$ cat config.mk
export PLATFORM = sky130hd
export DESIGN_NAME = iiitb_tlc_nway
export DESIGN_NICKNAME = d
export VERILOG_FILES = /design/src/rtl/iiitb_tlc_pkg.sv /design/src/rtl/iiitb_tlc_rr_arb.sv /design/src/rtl/iiitb_tlc_nway.sv
export SDC_FILE = /design/constraint.sdc
export NUM_CORES = 1
export LEC_CHECK = 0
export ABC_AREA = 1
export CORE_MARGIN = 10
export CORE_UTILIZATION = 52
export CTS_CLUSTER_DIAMETER = 30
export CTS_CLUSTER_SIZE = 40
export DETAILED_ROUTE_END_ITERATION = 12
export GPL_TIMING_DRIVEN = 0
export PLACE_DENSITY = 0.79
export SYNTH_ARGS = -nofsm -noshare
export SYNTH_HDL_FRONTEND = slang
export SYNTH_SLANG_ARGS = --single-unit
$ cat constraint.sdc
create_clock -name clk -period 3.5 [get_ports clk]
set_input_delay 1.05 -clock clk [delete_from_list [all_inputs] [get_ports clk]]
set_output_delay 1.05 -clock clk [all_outputs]
set_load 0.005 [all_outputs]
$ cat src/rtl/iiitb_tlc_pkg.sv
`default_nettype none
// ============================================================================
// Module      : iiitb_tlc_pkg
// Description : Shared constants for the N-way traffic-light controller:
//               lamp encodings, phase encodings, legal approach range and
//               the approach-index width helper.
// Revision    : 1.0 - initial release
// ============================================================================
package iiitb_tlc_pkg;

    // Legal number of approaches (approach 0 is always the main road)
    localparam int unsigned c_N_WAY_MIN = 2;
    localparam int unsigned c_N_WAY_MAX = 8;

    // One-hot lamp encodings, bit order {R,Y,G}
    localparam logic [2:0] c_LAMP_GREEN  = 3'b001;
    localparam logic [2:0] c_LAMP_YELLOW = 3'b010;
    localparam logic [2:0] c_LAMP_RED    = 3'b100;

    // Phase encodings, also the externally visible phase output
    localparam logic [1:0] c_PH_GREEN  = 2'b00;
    localparam logic [1:0] c_PH_YELLOW = 2'b01;
    localparam logic [1:0] c_PH_ALLRED = 2'b10;

    // Width of an approach index: max(1, clog2(n))
    function automatic int unsigned way_width(input int unsigned n);
        return (n > 2) ? $clog2(n) : 1;
    endfunction

endpackage : iiitb_tlc_pkg
`default_nettype wire

$ cat src/rtl/iiitb_tlc_rr_arb.sv
`default_nettype none
// ============================================================================
// Module      : iiitb_tlc_rr_arb
// Description : Round-robin selector over side approaches 1..N_WAY-1.
//               Search starts at last_served+1 and wraps from N_WAY-1 back
//               to 1; approach 0 is never a candidate.
// Revision    : 1.0 - initial release
// ============================================================================
module iiitb_tlc_rr_arb
#(
    parameter int unsigned N_WAY = 4,
    parameter int unsigned WAY_W = 2
)
(
    input  logic [N_WAY-1:0] i_pending,
    input  logic [WAY_W-1:0] i_last_served,
    output logic [WAY_W-1:0] o_grant_idx,
    output logic             o_grant_valid
);

    // One extra bit so last_served + offset cannot overflow before wrapping
    localparam logic [WAY_W:0] c_SIDE_CNT = (WAY_W+1)'(N_WAY - 1);

    logic [WAY_W:0] w_cand;

    // Walk the side approaches in rotated order and grant the first pending one
    always_comb begin
        o_grant_idx   = '0;
        o_grant_valid = 1'b0;
        w_cand        = '0;
        for (int k = 1; k < N_WAY; k++) begin
            w_cand = {1'b0, i_last_served} + (WAY_W+1)'(k);
            if (w_cand > c_SIDE_CNT) begin
                w_cand = w_cand - c_SIDE_CNT;
            end
            if (!o_grant_valid && i_pending[w_cand[WAY_W-1:0]]) begin
                o_grant_valid = 1'b1;
                o_grant_idx   = w_cand[WAY_W-1:0];
            end
        end
    end

endmodule : iiitb_tlc_rr_arb
`default_nettype wire

$ cat src/rtl/iiitb_tlc_nway.sv
`default_nettype none
// ============================================================================
// Module      : iiitb_tlc_nway
// Description : N-way traffic-light controller. Main road (approach 0) rests
//               in green; latched side requests are served round-robin with
//               a yellow and all-red clearance, always returning to the main
//               road between side phases.
// Revision    : 1.0 - initial release
// ============================================================================
module iiitb_tlc_nway
    import iiitb_tlc_pkg::*;
#(
    parameter int unsigned N_WAY       = 4,
    parameter int unsigned T_MIN_GREEN = 10,
    parameter int unsigned T_GREEN     = 6,
    parameter int unsigned T_YELLOW    = 2,
    parameter int unsigned T_ALLRED    = 1
)
(
    input  logic                           clk,
    input  logic                           rst,
    input  logic [N_WAY-1:0]               sensor,
    output logic [3*N_WAY-1:0]             light,
    output logic [way_width(N_WAY)-1:0]    active_way,
    output logic [1:0]                     phase
);

    localparam int unsigned c_WAY_W = way_width(N_WAY);

    // Counter must reach the largest "last cycle" value of any phase
    localparam int unsigned c_T_MAX_A = (T_MIN_GREEN > T_GREEN)  ? T_MIN_GREEN : T_GREEN;
    localparam int unsigned c_T_MAX_B = (T_YELLOW    > T_ALLRED) ? T_YELLOW    : T_ALLRED;
    localparam int unsigned c_T_MAX   = (c_T_MAX_A   > c_T_MAX_B) ? c_T_MAX_A  : c_T_MAX_B;
    localparam int unsigned c_CNT_W   = (c_T_MAX > 1) ? $clog2(c_T_MAX) : 1;

    localparam logic [c_CNT_W-1:0] c_MIN_LAST    = c_CNT_W'(T_MIN_GREEN - 1);
    localparam logic [c_CNT_W-1:0] c_GREEN_LAST  = c_CNT_W'(T_GREEN - 1);
    localparam logic [c_CNT_W-1:0] c_YELLOW_LAST = c_CNT_W'(T_YELLOW - 1);
    localparam logic [c_CNT_W-1:0] c_ALLRED_LAST = c_CNT_W'(T_ALLRED - 1);
    localparam logic [c_CNT_W-1:0] c_CNT_SAT     = '1;

    localparam logic [3*N_WAY-1:0] c_LIGHT_RST = {{(N_WAY-1){c_LAMP_RED}}, c_LAMP_GREEN};

    logic [1:0]          r_phase,   w_phase_nxt;
    logic [c_WAY_W-1:0]  r_way,     w_way_nxt;
    logic [c_CNT_W-1:0]  r_cnt,     w_cnt_nxt;
    logic [N_WAY-1:0]    r_pending, w_pending_nxt;
    logic [c_WAY_W-1:0]  r_last,    w_last_nxt;
    logic [3*N_WAY-1:0]  r_light,   w_light_nxt;

    logic                w_phase_chg;
    logic                w_enter_green;
    logic [c_WAY_W-1:0]  w_arb_idx;
    logic                w_arb_valid;

    iiitb_tlc_rr_arb #(
        .N_WAY (N_WAY),
        .WAY_W (c_WAY_W)
    ) u_rr_arb (
        .i_pending     (r_pending),
        .i_last_served (r_last),
        .o_grant_idx   (w_arb_idx),
        .o_grant_valid (w_arb_valid)
    );

    // State register: phase, owner, counter, request latches and lamps
    always_ff @(posedge clk) begin
        if (rst) begin
            r_phase   <= c_PH_GREEN;
            r_way     <= '0;
            r_cnt     <= '0;
            r_pending <= '0;
            r_last    <= '0;
            r_light   <= c_LIGHT_RST;
        end else begin
            r_phase   <= w_phase_nxt;
            r_way     <= w_way_nxt;
            r_cnt     <= w_cnt_nxt;
            r_pending <= w_pending_nxt;
            r_last    <= w_last_nxt;
            r_light   <= w_light_nxt;
        end
    end

    // Next-state: phase sequencing plus counter, request and last-served updates
    always_comb begin
        w_phase_nxt = r_phase;
        w_way_nxt   = r_way;
        case (r_phase)
            c_PH_GREEN: begin
                if (r_way == '0) begin
                    // Main road rests in green until its minimum expires and someone waits
                    if ((r_cnt >= c_MIN_LAST) && (|r_pending)) begin
                        w_phase_nxt = c_PH_YELLOW;
                    end
                end else if (r_cnt == c_GREEN_LAST) begin
                    w_phase_nxt = c_PH_YELLOW;
                end
            end
            c_PH_YELLOW: begin
                if (r_cnt == c_YELLOW_LAST) begin
                    w_phase_nxt = c_PH_ALLRED;
                end
            end
            c_PH_ALLRED: begin
                if (r_cnt == c_ALLRED_LAST) begin
                    w_phase_nxt = c_PH_GREEN;
                    // After main: next pending side (or main again); after side: main
                    if ((r_way == '0) && w_arb_valid) begin
                        w_way_nxt = w_arb_idx;
                    end else begin
                        w_way_nxt = '0;
                    end
                end
            end
            default: begin
                w_phase_nxt = c_PH_GREEN;
                w_way_nxt   = '0;
            end
        endcase

        w_phase_chg   = (w_phase_nxt != r_phase);
        w_enter_green = w_phase_chg && (w_phase_nxt == c_PH_GREEN);

        // Counter saturates so an idle main green keeps satisfying its minimum
        if (w_phase_chg) begin
            w_cnt_nxt = '0;
        end else if (r_cnt == c_CNT_SAT) begin
            w_cnt_nxt = r_cnt;
        end else begin
            w_cnt_nxt = r_cnt + 1'b1;
        end

        // Bit 0 never latches; the main road needs no request
        w_pending_nxt    = '0;
        w_pending_nxt[0] = sensor[0] & 1'b0;
        for (int i = 1; i < N_WAY; i++) begin
            if (w_enter_green && (w_way_nxt == c_WAY_W'(i))) begin
                w_pending_nxt[i] = 1'b0;
            end else if ((r_phase == c_PH_GREEN) && (r_way == c_WAY_W'(i))) begin
                w_pending_nxt[i] = r_pending[i];
            end else begin
                w_pending_nxt[i] = r_pending[i] | sensor[i];
            end
        end

        if (w_enter_green && (w_way_nxt != '0)) begin
            w_last_nxt = w_way_nxt;
        end else begin
            w_last_nxt = r_last;
        end
    end

    // Output decode: lamps for the upcoming state, registered alongside it
    always_comb begin
        w_light_nxt = '0;
        for (int i = 0; i < N_WAY; i++) begin
            if (w_way_nxt == c_WAY_W'(i)) begin
                case (w_phase_nxt)
                    c_PH_GREEN:  w_light_nxt[3*i +: 3] = c_LAMP_GREEN;
                    c_PH_YELLOW: w_light_nxt[3*i +: 3] = c_LAMP_YELLOW;
                    default:     w_light_nxt[3*i +: 3] = c_LAMP_RED;
                endcase
            end else begin
                w_light_nxt[3*i +: 3] = c_LAMP_RED;
            end
        end
    end

    assign light      = r_light;
    assign active_way = r_way;
    assign phase      = r_phase;

endmodule : iiitb_tlc_nway
`default_nettype wire

==> flow_summary.toml <==
[outcome]
status = "finished clean"

[floorplanning]
coreArea_um2 = 2430
rows = 18
io_pins = 22
dieHeight_um = 69.9
die_width_um = 69.9
initial_core_util = 0.531
die_area_um2 = 4880

[global_route]
grt_util_all_layers = 0.120
grt_pass1_wl_um = 5070
grt_antenna_before_repair = 0
first_global_vias = 1191
overflow = 0
grt_start_max_net_pins = 14

[sta]
finalSetupViolations = 0
min_period_ns = 2.33
layout_setup_ws_ns = 1.17
finClkSkew_ns = 0.00357
fin_hold_ws_ns = 0.509
relSlewSlack = 0.772
rsz0062_at_grt = "false"
finalHoldViolations = 0
final_max_slew_viol_count = 0
worst_pin_slew_ns = 0.342
tns_ns = 0
post-route-period-util = 0.666
fmax_ghz = 0.429

[final_layout]
final_util = 0.640
layout-drive-gt1-share = 0.131
areaGrowthSynthToFinish_pct = 20.4
nets = 211
n_antenna_cell = 0

[power]
power_density_nw_per_um2 = 306
p_leak_nw = 0.659
power_mw = 0.476
ir_drop_mv = 0.336

[routing]
post_drt_via_cell_ratio = 5.36
routed-wl-met2_um = 1530
drt_wl_total_um = 2910
vias = 1223
wl_met3_um = 157
drc = 0
initialDrtViolationCount = 123
drt-wirelength-per-cell_um = 12.8
drt_first_pass_iters = 4
met1Wirelength_um = 1170
drtAntennaViolNets = 0
maxUsedRoutingLayer = "met4"

[min_path]
min_path_type = "reg -> reg"

[placed_design]
dp_slack_ns = 1.00
place_hpwl_um = 2290
io_buffers = 20
gp_congestion = 0.875

[synthesis]
syn_area_um2 = 1290
synth_seq_cells = 25
ys_seq_area_frac = 0.387
yosysWarnings = 0
syn-num-nets = 186
ys_types = 25
synthCells = 174
synth_area_per_cell_um2 = 7.43

[clock_tree]
ctsResizeCount = 0
clk_latency_ns = 0.31
cts_buffer_depth = 2
cts_buffers = 3
ctsHtreeMaxLevel = 1
clkSinkCount = 25
post_cts_buffers = 0
clk_pin_slew_ns = 0.13
cts_tree = "done"
postCtsHoldBufs = 0
root_buffer = "clkbuf_4"

[worst_setup_path]
cp.required_ns = 2.45
crit_fanout = 6
worst-path-buf-inv = 1
critPathTopFamily = "buffers and inverters"
path_cells = "clkdlybuf4s50_1"
arrival_ns = 1.28
rrSetupSlack_ns = 1.39
end_kind = "output pin"
worst-setup-path-type = "reg -> out"
critPathLaunchType = "flip-flop"
cp_slowest_cell = "clkdlybuf4s50_1"
slowest_delay_ns = 0.54

[flow_run]
cap_violations = 0
-- cells in the mapped netlist --
cell type / n / area [um^2]
a21oi_1: 11 / 55.1
xor2_1: 1 / 8.76
nand2_4: 2 / 22.5
ha_1: 6 / 75.1
o21ai_0: 6 / 30.0
inv_4: 1 / 6.26
nand2_2: 5 / 31.3
nor2_1: 17 / 63.8
nand4_1: 5 / 31.3
dfxtp_1: 25 / 500
o21ai_2: 1 / 8.76
nor3_1: 3 / 15.0
clkinv_1: 1 / 3.75
nor2_2: 1 / 6.26
a21oi_4: 1 / 16.3
o21bai_1: 1 / 7.51
nand2_1: 33 / 124
o21ai_1: 1 / 5.00
nand3_2: 5 / 50.1
nand3_4: 1 / 17.5
inv_2: 5 / 18.8
inv_1: 19 / 71.3
nor2_4: 1 / 11.3
nand3b_1: 1 / 7.51
nand3_1: 21 / 105
-- layer usage --
layer	up-vias	GRT usage
met5	-	0
met4	0	0.0307
met2	31	0.227
li1	622	-
met3	6	0.0381
met1	564	0.124
-- power breakdown --
| group | total (mW) | internal, mW | switching [mW] |
|---|---|---|---|
| logic | 0.0519 | 0.0206 | 0.0313 |
| registers | 0.299 | 0.291 | 0.00828 |
| clock network | 0.125 | 0.0445 | 0.0804 |
| total | 0.476 | 0.356 | 0.120 |
-- stage by stage --
step / cell area (um^2) / cells
after detailed placement: 1530 / 224
after global placement: 1530 / 224
after global routing: 1560 / 228
after CTS: 1560 / 228
after floorplan: 1290 / 174
final: 1560 / 228
-- logic make-up after synthesis --
| logic type | count (synthesis) | share of synthesized area |
|---|---|---|
| adder cells (fa/ha/maj) | 6 | 0.0581 |
| AO/OA/AOI/OAI | 21 | 0.0949 |
| buffers and inverters | 26 | 0.0774 |
| AND/OR/NAND/NOR | 95 | 0.376 |
| XOR/XNOR | 1 | 0.00678 |
| flip-flops | 25 | 0.387 |
-- registers in the layout (all words and copies together) (netlist names) --
register    count
light          12
r_cnt           4
r_pending       3
active_way      2
phase           2
r_last          2
-- layout make-up --
class	count	area [um^2]
multi-input combinational	123	692
inverter	26	100
timing repair buffer	20	200
sequential	25	500
clock buffer	4	26.3
fill	220	876
tap	30	37.5
-- placed cells by master (no fill, tap or decap), drive strengths merged --
| master | n |
|---|---|
| nand3 | 27 |
| o21ai | 8 |
| nor3 | 3 |
| clkbuf | 4 |
| o21bai | 1 |
| clkdlybuf4s50 | 20 |
| a21oi | 12 |
| xor2 | 1 |
| nor2 | 19 |
| dfxtp | 25 |
| nand3b | 1 |
| nand2 | 40 |
| ha | 6 |
| clkinv | 1 |
| nand4 | 5 |
| inv | 25 |
-- worst paths after layout --
kind         startpoint           end  cells after the start
max reg2reg   r_last[0]  r_pending[3]                     14
max            phase[1]      phase[1]                      1
min           r_last[0]     r_last[0]                      2
min reg2reg   r_last[0]     r_last[0]                      2
-- worst register-to-register path: stages, from the launching register on --
cell	delay, ns
dfxtp_1	0.38
inv_1	0.05
ha_1	0.38
inv_2	0.12
nand2_1	0.07
nand3_2	0.09
nand2_2	0.09
nand3_2	0.08
nand2_2	0.07
inv_2	0.10
nand3_2	0.10
nand2_4	0.12
inv_4	0.06
o21ai_0	0.25
nor2_1	0.06
(Power assumes the default switching activity.)
==> edit 1: new RTL, same flow settings <==
Put one more register stage on the output `active_way`, cleared by the reset. The value now appears one clock later. The other outputs are not delayed to match.
--- a/src/rtl/iiitb_tlc_nway.sv
+++ b/src/rtl/iiitb_tlc_nway.sv
@@ -168,7 +168,13 @@
     end
 
     assign light      = r_light;
-    assign active_way = r_way;
+    always_ff @(posedge clk) begin
+        if (rst) begin
+            active_way <= '0;
+        end else begin
+            active_way <= r_way;
+        end
+    end
     assign phase      = r_phase;
 
 endmodule : iiitb_tlc_nway
Check against the original RTL: no difference found for any inputs over 10 cycles, from zero or initial values and one cycle with rst high; that may be too few to reach the edited logic, so the function may still have changed.
==> edit 1 against the original RTL <==
First-iteration DRC count grew 7.3%. Largest power group unchanged. Worst setup slack lost 38 ps. Sequential cell count grew 2. Sequential power grew 7.7%. Total power grew 7.5%. Fmax shrank 1.6%. Synthesized area grew 2.5%. Cell area grew 1.7%. Routed wire length grew 3.3%. Clock power grew 11%.
==> edit 1: results (changes against the original RTL) <==
metric,value,unit,change
Clock Tree Buf Depth,2,,unchanged
gpl congestion,0.863,,-1.3%
Min-Delay Path Class,reg2reg,,
fin nets,215,,+1.9%
Post-synth ARST share,0,%,unchanged
Root Buffer,clkbuf_4,,
CTS Buf Count,3,,unchanged
clock transition at the registers of the reported paths,150,ps,+20 ps
DP Wirelength,2410,um,+5.2%
Fillers,211,,-4.1%
DR WL/cell,13.0,um,+1.5%
CP max stage cell,clkdlybuf4s50_1,,
Mapped Nets,191,,+2.7%
CTS resizes,0,,unchanged
Leakage,0.000663,uW,+0.51%
crit path DAT,1320,ps,+40 ps
max reg flops,12,,unchanged
Cell variety after synth,23,,-8.0%
GRT Total Usage,12.3,%,+0.22 points
worst-margin pin slew,400,ps,+58.0 ps
register area share after synthesis,40.8,%,+2.1 points
dominant cells by area after synthesis,"dfxtp_1 (41%), nand2_1 (8.5%), nand3_1 (7.9%)",,
Avg Inst Size Synth,7.40,um2,-0.35%
Post-synth top cells,"nand2_1 (30), dfxtp_1 (27), nand3_1 (21), nor2_1 (21), inv_1 (19)",,
worst skew pair latency,330,ps,+20 ps
Worst Skew,6.41,ps,+2.84 ps
Peak supply drop,0.000313,V,-6.7%
layout cells sized above 1,13.4,%,+0.24 points
"Max FO, Critical Path",6,,unchanged
first-pass GRT wire length,5220,um,+2.9%
critical path's top delay family,buffers and inverters,,
post-CTS setup repair buffer count,0,,unchanged
pre-CTS setup slack,1430,ps,+425 ps
largest net degree at the start of global routing,17,,+3
vias in the first global route,1227,,+3.0%
CP max stage delay,550,ps,
outcome,completed,,
drt via density,5.27,,-1.7%
diode count,0,,unchanged
final non-filler cell total,232,,+1.8%
antenna violations before repair,0,,unchanged
P_int,378,uW,+6.1%
I/O Buffers,19,,-5.0%
1st-iter DRT viols,132,,+7.3%
edit 1: changes by cell type after synthesis, moves of 2 or more:
cell,delta
dfxtp_1,+2
nand2_1,-3
nand2_2,+2
nand4_1,+2
nor2_1,+4
o21ai_0,-2
o21ai_1,+3
edit 1: metrics by stage:
stage / power, uW / cell area, um2
after global placement: 376 / 1550
after floorplan: 365 / 1330
final: 512 / 1580
after detailed placement: 379 / 1550
after CTS: 513 / 1580
after global routing: 539 / 1580
edit 1: path summary, 6_finish.rpt:
check,slack [ps],cells after the start,from,to
worst max-delay path,1130,1,phase[1],phase[1]
worst min-delay path,510,2,r_last[1],r_last[1]
worst max register to register,1420,12,r_last[0],r_pending[2]
worst min register to register,510,2,r_last[1],r_last[1]
edit 1: cells by family after synthesis:
family / share of synthesized area [%]
buffers and inverters: 7.93
AND/OR/NAND/NOR: 37.3
XOR/XNOR: 0.661
AO/OA/AOI/OAI: 7.65
flip-flops: 40.8
adder cells (fa/ha/maj): 5.67
edit 1: layout make-up:
cell class	instances	area share, %
clock buffers	3	1.42
clock inverters	1	0.474
multi-input cells	125	42.9
repair buffers	19	12.0
flip-flops and latches	27	34.2
inverters	26	6.40
plain buffers	1	0.237
well taps	30	2.37
edit 1: power by group through the flow:
stage               Clock (uW)  Combinational, uW  Sequential, uW
global route               157               58.3             323
global placement             0               47.6             328
finish                     139               50.6             322
CTS                        141               50.6             322
floorplan                    0               38.1             327
detailed placement           0               50.4             329
edit 1: metal layers:
layer	GRT usage (%)	vias to the layer above	share of wire, %
li1	-	630	-
met3	3.67	5	5.6
met4	5.26	0	1.8
met5	0	-	0
met2	21.8	24	51
met1	13.0	564	41
==> edit 2: new RTL, same settings <==
Without the edit above. Set the parameter `T_MIN_GREEN` to 11 (it was 10).
--- a/src/rtl/iiitb_tlc_nway.sv
+++ b/src/rtl/iiitb_tlc_nway.sv
@@ -11,7 +11,7 @@
     import iiitb_tlc_pkg::*;
 #(
     parameter int unsigned N_WAY       = 4,
-    parameter int unsigned T_MIN_GREEN = 10,
+    parameter int unsigned T_MIN_GREEN = 11,
     parameter int unsigned T_GREEN     = 6,
     parameter int unsigned T_YELLOW    = 2,
     parameter int unsigned T_ALLRED    = 1
Behaviour: same outputs for any inputs over 10 cycles, from zero or initial values and one cycle with rst high; that may be too few to reach the edited logic, so the function may still have changed.
==> edit 2 against the original RTL <==
Cell area down 0.24%. Worst setup slack got worse by 56 ps. Synthesized area decreased by 0.39%. Sequential power barely moved. Routed wire length shrank 1.5%. Sequential cell count unchanged. Sequential share of layout area rose by 0.078 points. Cell count increased by 1.8%. Critical path depth unchanged. Total power rose by 1.5%. Clock skew rose by 6.9 ps. Register-to-register slack gained 40 ps. Synthesized cell count is 3.4% higher. Critical path type unchanged.
==> edit 2: results (changes against the original RTL) <==
metric,value,unit,change
Synth Area in Compound Gates,7.19,%,-2.3 points
met1 usage in global routing,13.1,%,+0.72 points
Worst Skew,10.4,ps,+6.86 ps
first-pass GRT wire length,5170,um,+1.9%
Cell variety after synth,23,,-8.0%
Post-Synth XOR/XNOR Area,0.680,%,+0.0026 points
layout cells sized above 1,12.7,%,-0.39 points
drt via density,5.14,,-4.2%
1st-iter DRT viols,80,,-35%
clock transition at the registers of the reported paths,150,ps,+20 ps
CP Capture Point,active_way[0],,
register area share after synthesis,38.9,%,+0.15 points
worst-margin pin slew,417,ps,+75.0 ps
M1 WL,1300,um,+11%
Clock Tree Buf Depth,2,,unchanged
hold slack,536,ps,+26.3 ps
DP Wirelength,2330,um,+1.9%
Avg Inst Size Synth,7.15,um2,-3.7%
Mapped Nets,192,,+3.2%
GRT Total Usage,12.3,%,+0.30 points
Post-synth top cells,"nand2_1 (32), dfxtp_1 (25), nor2_1 (25)",,
worst skew pair latency,330,ps,+20 ps
pwr dens,311,nW/um2,+1.7%
placed instance area,1520,um2,-0.49%
Fillers,203,,-7.7%
met3 usage,4.28,%,+0.47 points
gpl congestion,0.874,,about the same
met3 WL,156,um,-0.64%
R2R setup slack,1430,ps,+40 ps
Synth Area in Adders,5.83,%,+0.023 points
crit path DAT,1340,ps,+60 ps
pre-CTS setup slack,1080,ps,+75.2 ps
"count leader, synth",nand2_1,,
launch point of the worst path,active_way[0],,
Hold Path Sink,r_last[1],,
Leakage,0.000697,uW,+5.7%
Final Critical Period,2390,ps,+56.4 ps
outcome,completed,,
vias in the first global route,1205,,+1.2%
WL met2,1360,um,-11%
largest net degree at the start of global routing,16,,+2
edit 2: cell count changes in the layout (fill, tap and decap cells not counted), moves of 2 or more:
cell,change
a21oi_1,-2
inv_1,+3
nand3_1,+2
nand3_2,-2
nand4_1,-3
nor2_1,+8
nor2_2,+2
o21ai_1,+2
edit 2: cells by family (layout without fill, tap and decap cells):
family,after synthesis,in the layout
AND/OR/NAND/NOR,101,101
buffers and inverters,29,53
flip-flops,25,25
AO/OA/AOI/OAI,18,18
adder cells (fa/ha/maj),6,6
XOR/XNOR,1,1
edit 2: final cells by class:
type / instances / share of cell area, %
Buffer: 1 / 0.242
Sequential cell: 25 / 32.2
Multi-Input combinational cell: 126 / 43.6
Clock inverter: 1 / 0.483
Clock buffer: 3 / 1.45
Tap cell: 28 / 2.26
Timing Repair Buffer: 20 / 12.9
Inverter: 28 / 6.85
edit 2: report_power, final:
group	switching [uW]	internal, uW	leakage (uW)
clock network	91.7	43.8	0.0000139
logic	29.9	19.7	0.000480
registers	7.56	290	0.000203
total	129	354	0.000697
